===== config.mk =====
export PLATFORM = sky130hd
export DESIGN_NAME = mel_frame_controller
export DESIGN_NICKNAME = d
export VERILOG_FILES = /design/src/rtl/mel_pkg.sv /design/src/rtl/mel_frame_controller.sv
export SDC_FILE = /design/constraint.sdc
export NUM_CORES = 1
export LEC_CHECK = 0
export CAP_MARGIN = 20
export CORE_MARGIN = 3
export CORE_UTILIZATION = 30
export CTS_CLUSTER_SIZE = 8
export DETAILED_ROUTE_END_ITERATION = 8
export PLACE_DENSITY = 0.52
export SYNTH_ARGS = -nofsm -noshare
export SYNTH_HDL_FRONTEND = slang
export SYNTH_SLANG_ARGS = --single-unit

===== constraint.sdc =====
create_clock -name clk_in -period 3.75 [get_ports clk_in]
set_clock_uncertainty 0.05 [all_clocks]
set_input_delay 0.375 -clock clk_in [delete_from_list [all_inputs] [get_ports clk_in]]
set_output_delay 0.375 -clock clk_in [all_outputs]
set_load 0.05 [all_outputs]

===== src/rtl/mel_pkg.sv =====
// Shared definitions for the mel filterbank datapath: sequencer state encoding
// and the FFT-size to power-bin-count helper.
package mel_pkg;

    typedef enum logic [1:0] {
        IDLE     = 2'd0,
        ACCEPT   = 2'd1,
        DRAIN    = 2'd2,
        WAIT_OUT = 2'd3
    } mel_ctrl_state_t;

    // Power bins produced by a real FFT of n_fft points (DC through Nyquist).
    function automatic int mel_n_bins(input int n_fft);
        return n_fft / 2 + 1;
    endfunction

endpackage


===== src/rtl/mel_frame_controller.sv =====
// Frame sequencer for the mel filterbank: streams bin indices into the filter
// array, waits out the filter latency, then captures energies into the output slot.
module mel_frame_controller
    import mel_pkg::*;
#(
    parameter int N_BINS       = mel_n_bins(512),
    parameter int FILT_LATENCY = 2,
    parameter int KW           = $clog2(N_BINS)
) (
    input  logic          clk_in,
    input  logic          rst_in,
    input  logic          power_valid_in,
    input  logic          power_last_in,
    output logic          power_ready_out,
    output logic          bin_valid_out,
    output logic [KW-1:0] bin_k_out,
    output logic          bin_clear_out,
    output logic          capture_out,
    output logic          filtered_valid_out,
    input  logic          filtered_ready_in,
    output logic          frame_error_out,
    output logic [15:0]   frame_count_out
);

    localparam int              DW         = $clog2(FILT_LATENCY + 2);
    localparam logic [KW-1:0]   K_LAST     = KW'(N_BINS - 1);
    localparam logic [DW-1:0]   DRAIN_LOAD = DW'(FILT_LATENCY);

    mel_ctrl_state_t state_reg;
    logic [KW-1:0]   k_reg;
    logic [DW-1:0]   drain_reg;
    logic            filtered_valid_reg;
    logic            frame_error_reg;
    logic [15:0]     frame_count_reg;

    logic handshake;
    logic k_at_last;
    logic frame_end;
    logic slot_free;
    logic capture;

    always_comb begin
        handshake = power_valid_in && (state_reg == ACCEPT);
        k_at_last = (k_reg == K_LAST);
        frame_end = power_last_in || k_at_last;
        slot_free = !filtered_valid_reg || filtered_ready_in;
        // Capture may coincide with the downstream accept of the previous frame.
        capture   = ((state_reg == DRAIN) && (drain_reg == '0) && slot_free) ||
                    ((state_reg == WAIT_OUT) && filtered_ready_in);
    end

    assign power_ready_out    = (state_reg == ACCEPT);
    assign bin_valid_out      = handshake;
    assign bin_k_out          = k_reg;
    assign bin_clear_out      = handshake && (k_reg == '0);
    assign capture_out        = capture;
    assign filtered_valid_out = filtered_valid_reg;
    assign frame_error_out    = frame_error_reg;
    assign frame_count_out    = frame_count_reg;

    always_ff @(posedge clk_in or negedge rst_in) begin
        if (!rst_in) begin
            state_reg          <= IDLE;
            k_reg              <= '0;
            drain_reg          <= '0;
            filtered_valid_reg <= 1'b0;
            frame_error_reg    <= 1'b0;
            frame_count_reg    <= '0;
        end else begin
            frame_error_reg <= 1'b0;

            if (capture) begin
                filtered_valid_reg <= 1'b1;
                frame_count_reg    <= frame_count_reg + 16'd1;
            end else if (filtered_ready_in) begin
                filtered_valid_reg <= 1'b0;
            end

            case (state_reg)
                IDLE: state_reg <= ACCEPT;
                ACCEPT: begin
                    if (handshake) begin
                        if (frame_end) begin
                            k_reg           <= '0;
                            drain_reg       <= DRAIN_LOAD;
                            state_reg       <= DRAIN;
                            // Mismatch between the last flag and the bin count is a length error.
                            frame_error_reg <= power_last_in ^ k_at_last;
                        end else begin
                            k_reg <= k_reg + KW'(1);
                        end
                    end
                end
                DRAIN: begin
                    if (drain_reg != '0) begin
                        drain_reg <= drain_reg - DW'(1);
                    end else if (slot_free) begin
                        state_reg <= ACCEPT;
                    end else begin
                        state_reg <= WAIT_OUT;
                    end
                end
                WAIT_OUT: begin
                    if (filtered_ready_in) begin
                        state_reg <= ACCEPT;
                    end
                end
                default: state_reg <= IDLE;
            endcase
        end
    end

endmodule


* Word level (Yosys, flattened, before mapping)
Cells that the tools add are included. W data, S select, Z words.
Operators by class: add/subtract/negate cells 3, multiply operators 0, div/mod/pow operators 0, order comparisons 0, equality and inequality tests 9, shift-type cells 0, multiplexer cells 14, bitwise logic cells 1, reduce and logical (&&, ||, !) cells 18
Operators by type and width (number):
- $add A16 B1 Y16 const B | 1
- $mux W2 | 6
- $add A9 B1 Y9 const B | 1
- $eq A9 B9 Y1 const B | 1
- $logic_not A9 Y1 | 1
- $mux W9 | 1
- $pmux W2 S4 | 1
- $reduce_and A4 Y1 | 2
- $ne A2 B1 Y1 const B | 3
- $reduce_bool A2 Y1 | 3
- $logic_and A1 B1 Y1 | 5
- $mux W1 | 5
- $eq A2 B2 Y1 const B | 2
- $logic_not A2 Y1 | 2
- $ne A2 B2 Y1 const B | 2
- $pmux W2 S2 | 1
- $logic_or A1 B1 Y1 | 3
- $eq A2 B1 Y1 const B | 1
- $reduce_and A2 Y1 | 1
- $sub A2 B1 Y2 const B | 1
- $logic_not A1 Y1 | 1
- $xor A1 B1 Y1 | 1
Word-level totals: flip-flop bits (word level) 31, latch bits 0, RAM bits 0, ROM bits 0, output and inout port bits 31, memories kept 0

* Longest topological paths before layout
word-level depth 5, depth in mapped cells 10

* Worst setup path before layout
No wires, ideal clock.
path kind register to output, start reg state_reg[1], end out bin_clear_out, arrival time 2.454 ns, data required time 3.325 ns, path slack 0.871 ns, cell stages (with the launch flop) 5, buffers on the path 0, cell sequence dfrtp_1 inv_1 ha_1 nand2_1 nor3b_1
On the way: longest elaborated chain between the ends 3
Ends and longest elaborated chain:
- start: declaration | RTL line mel_frame_controller.sv:29 | mel_ctrl_state_t state_reg;
- start signal: assignment | RTL line mel_frame_controller.sv:63 | state_reg <= IDLE;
- start signal: assignment | RTL line mel_frame_controller.sv:80 | IDLE: state_reg <= ACCEPT;
- start signal: assignment | RTL line mel_frame_controller.sv:86 | state_reg <= DRAIN;
- $eq A2 B1 Y1
- net power_ready_out | RTL line mel_frame_controller.sv:14 | output logic power_ready_out,
- $logic_and A1 B1 Y1 | RTL line mel_frame_controller.sv:43 | handshake = power_valid_in && (state_reg == ACCEPT);
- $logic_and A1 B1 Y1 | RTL line mel_frame_controller.sv:55 | assign bin_clear_out = handshake && (k_reg == '0);
- end: declaration | RTL line mel_frame_controller.sv:17 | output logic bin_clear_out,
The timed path passes the listed nets, and every way through them passes these cells.

* Worst setup path in the final report
start reg state_reg[0], end out capture_out
On the way: longest elaborated chain between the ends 4, elaborated cells on any way between the ends 6, classes of those cells eq/ne (2); reduce/logical (4)
Ends and longest elaborated chain:
- $eq A2 B2 Y1 | RTL line mel_frame_controller.sv:48 | capture = ((state_reg == DRAIN) && (drain_reg == '0) && slot_free) ||
- $logic_and A1 B1 Y1 (2 in a row) | RTL line mel_frame_controller.sv:48
- $logic_or A1 B1 Y1 (*) | RTL line mel_frame_controller.sv:48
- end: declaration | RTL line mel_frame_controller.sv:18 | output logic capture_out,
Every way passes the cells marked *; elsewhere a longest branch is shown, timed or not.

==> results by group <==
Yosys
  – Post-synth top area share: 0.4940
  – Synth Register Bits: 31
  – Syn_nets: 167
  – Post-synth EDFFs: 0
  – Synth Flop Type: dfrtp_1
  – Synth async-reset ratio: 1.000
  – Synth Cell Area: 1570 um2
  – Area leader, netlist: dfrtp_1
  – Syn avg cell area: 10.26 um2
  – Seq/Total Area, Yosys: 0.4940
  – Mapped Cells: 153
  – Post-synth cell types: 31
  – Area contributors post-synth: dfrtp_1 49%, ha_1 7.2%, xnor2_1 5.6%
  – Yosys warning total: 0

STA
  – Final setup violation count: 0
  – Pins Over Slew Limit: 0
  – Setup_tns: 0 ps
  – Highest clock rate: approximately 350 MHz
  – Tcrit/Tclk final: 0.7686
  – Relative slew slack: 0.5366
  – Unrepaired setup endpoints after global routing: no
  – Hold Fails Final Rpt: 0
  – Slew @ Worst Pin: 688.8 ps
  – Final min period: 2882 ps

Power and ir drop
  – Peak supply drop: 345.2 uV
  – Pleak: about 0.94 nW
  – Cell Pwr Density: 613.6 nW/um2

Final layout
  – Filler cell count: 496
  – Non-Filler Instances: 263
  – Core Util, Final: 0.4305
  – Area of the multi-input gates: 742.0 um2
  – ANT cells: 0
  – Final net count: 209
  – Leading cell type in the layout, fill and taps excluded: clkdlybuf4s50_1
  – Register area: 775.7 um2
  – Commonest non-fill, non-tap cells in the layout: 35 x clkdlybuf4s50_1, 31 x dfrtp_1, 18 x nand2_1
  – Flip-flop count of the largest register after layout: 16
  – P&R area growth vs syn: 33.78%
  – Fraction of layout cells with a size suffix above 1: 0.06122

Floorplanning
  – Die X: slightly below 80 um
  – Ports: 36
  – Initial Utilization: 0.3218
  – Die height: 78.35 um
  – Core area: 4880 um2
  – FP Rows: 25
  – Die area: 6138 um2

Global route
  – Initial antenna violation count: 0
  – Tot GR Track Use: 0.1225
  – Vias in the first global route: 1,233
  – GRT overflow: 0
  – Largest net degree at the start of global routing: 32
  – First-pass GRT wire length: 5885 um

Worst hold path
  – Hold path depth: 1
  – Worst Hold Endpoint: frame_count_out[15]$_DFFE_PN0P_
  – HP Class: reg -> reg
  – Hold path startpoint: frame_count_out[15]$_DFFE_PN0P_

Critical path
  – Reg-to-Reg End: drain_reg[0]$_DFFE_PN0P_
  – Worst r2r path cells: 10
  – Crit path required time: 3320 ps
  – CP Launch Type: flip-flop
  – Critical path class: reg -> out
  – Register-to-register setup slack: around 1400 ps
  – CP Max Fanout: 8
  – Critical R2R Launch: bin_k_out[0]$_DFFE_PN0P_
  – Critical Path End Type: output port
  – Worst EP arrival: 2460 ps

Flow run
  – Maxcap violations: 0

Placed design
  – Dpl cells: 255
  – GPL Wtd Cong: approximately 0.80
  – Detailed Place HPWL: 2526 um
  – Port bufs: 35

Clocking
  – H-tree levels: 2
  – Inserted Clock Buffers: 5
  – # resized after CTS: 0
  – Postcts setup bufs: 0
  – CTS tree: yes
  – Skew-Pair Late Insertion Delay: about 280 ps
  – Clock Path Buffers: 2
  – CTS hold repair buffers: 0
  – Root buffer cell: clkbuf_8
  – Clock Sinks: 31
  – Clk pin slew, worst setup/hold paths: approximately 70 ps

Drt
  – Vias per std cell: 4.787
  – Routed wire length: around 3500 um
  – DR pass1 iterations: 4
  – Wirelength per Cell: roughly 13 um
  – Routed Antenna Nets: 0
  – Via Count: roughly 1,300
  – Drt first-iter violations: 41
  – Residual DRC: 0

Status
  – Status: completed
## report_power, final
| group | total [mW] | internal, mW | switching [mW] |
|---|---|---|---|
| sequential | 0.454 | 0.389 | 0.0650 |
| combinational | 0.546 | 0.190 | 0.356 |
| clock | 0.289 | 0.167 | 0.122 |
## how the worst max path moves through the flow
stage | startpoint | end | slack, ps | cells after the start
4_1_cts | state_reg[0]$_DFFE_PN0P_ | capture_out | 850 | 6
2_1_floorplan | state_reg[1]$_DFFE_PN0P_ | bin_clear_out | 870 | 4
5_1_grt | state_reg[0]$_DFFE_PN0P_ | capture_out | 720 | 6
6_report | state_reg[0]$_DFFE_PN0P_ | capture_out | 870 | 6
3_3_place_gp | filtered_ready_in | capture_out | 1040 | 5
3_5_place_dp | filtered_ready_in | capture_out | 1040 | 5
## synth_stat cells, types with 2 or more instances
cell and count:
nor4_1 4, and4_1 3, inv_1 10, xor2_1 10, ha_1 9, o21ai_0 5
nor2_1 8, nor3_1 5, a21oi_1 4, dfrtp_1 31, nand4_1 4, nor2b_1 2
nand3_1 10, nand2b_1 2, xnor2_1 10, nand2_1 18, and3_1 4
## critical path: stages, from the launching register on
cell and delay (ps):
dfrtp_1 420, inv_1 70, ha_1 260, a22oi_2 140, or2_1 360, inv_2 130, clkdlybuf4s50_1 800
## logic make-up (layout without fill, tap and decap cells)
family / Yosys count / in the layout / share of synthesized area
AOI/OAI and AO/OA: 14 / 14 / 0.05896
xor gates and xnor gates: 20 / 20 / 0.1115
adders and majority gates: 9 / 9 / 0.07171
buffers and inverters: 12 / 55 / 0.03347
DFF: 31 / 31 / 0.4940
muxes: 2 / 2 / 0.01355
and+or+nand+nor: 65 / 65 / 0.2167
## through the flow
step           cell area [um2]  total power, mW  hold WS (ps)  setup slack (ps)
6_report                  2101            1.289         430.8             867.9
5_1_grt                   2101            1.376         448.5             717.8
4_1_cts                   2101            1.307         431.9             847.5
3_5_place_dp              2001            1.009         418.3              1040
3_3_place_gp              2001           0.9952         413.3              1040
2_1_floorplan             1570           0.8305         29.41             871.0
## layout make-up
cell class / instances / share of cell area
sequential: 31 / 0.3693
timing repair buffer: 36 / 0.1703
tap: 67 / 0.03990
multi-input combinational: 110 / 0.3532
inverter: 11 / 0.01965
clock buffer: 8 / 0.04765
## metal layers
layer / GRT usage / up-vias / wire [um]
met5: 0 / - / 0
met4: 0.04720 / 0 / 57
met3: 0.04358 / 6 / 206
met2: 0.1961 / 39 / 1588
met1: 0.1510 / 601 / 1603
li1: - / 613 / -
Power figures use the tool's default switching activity.
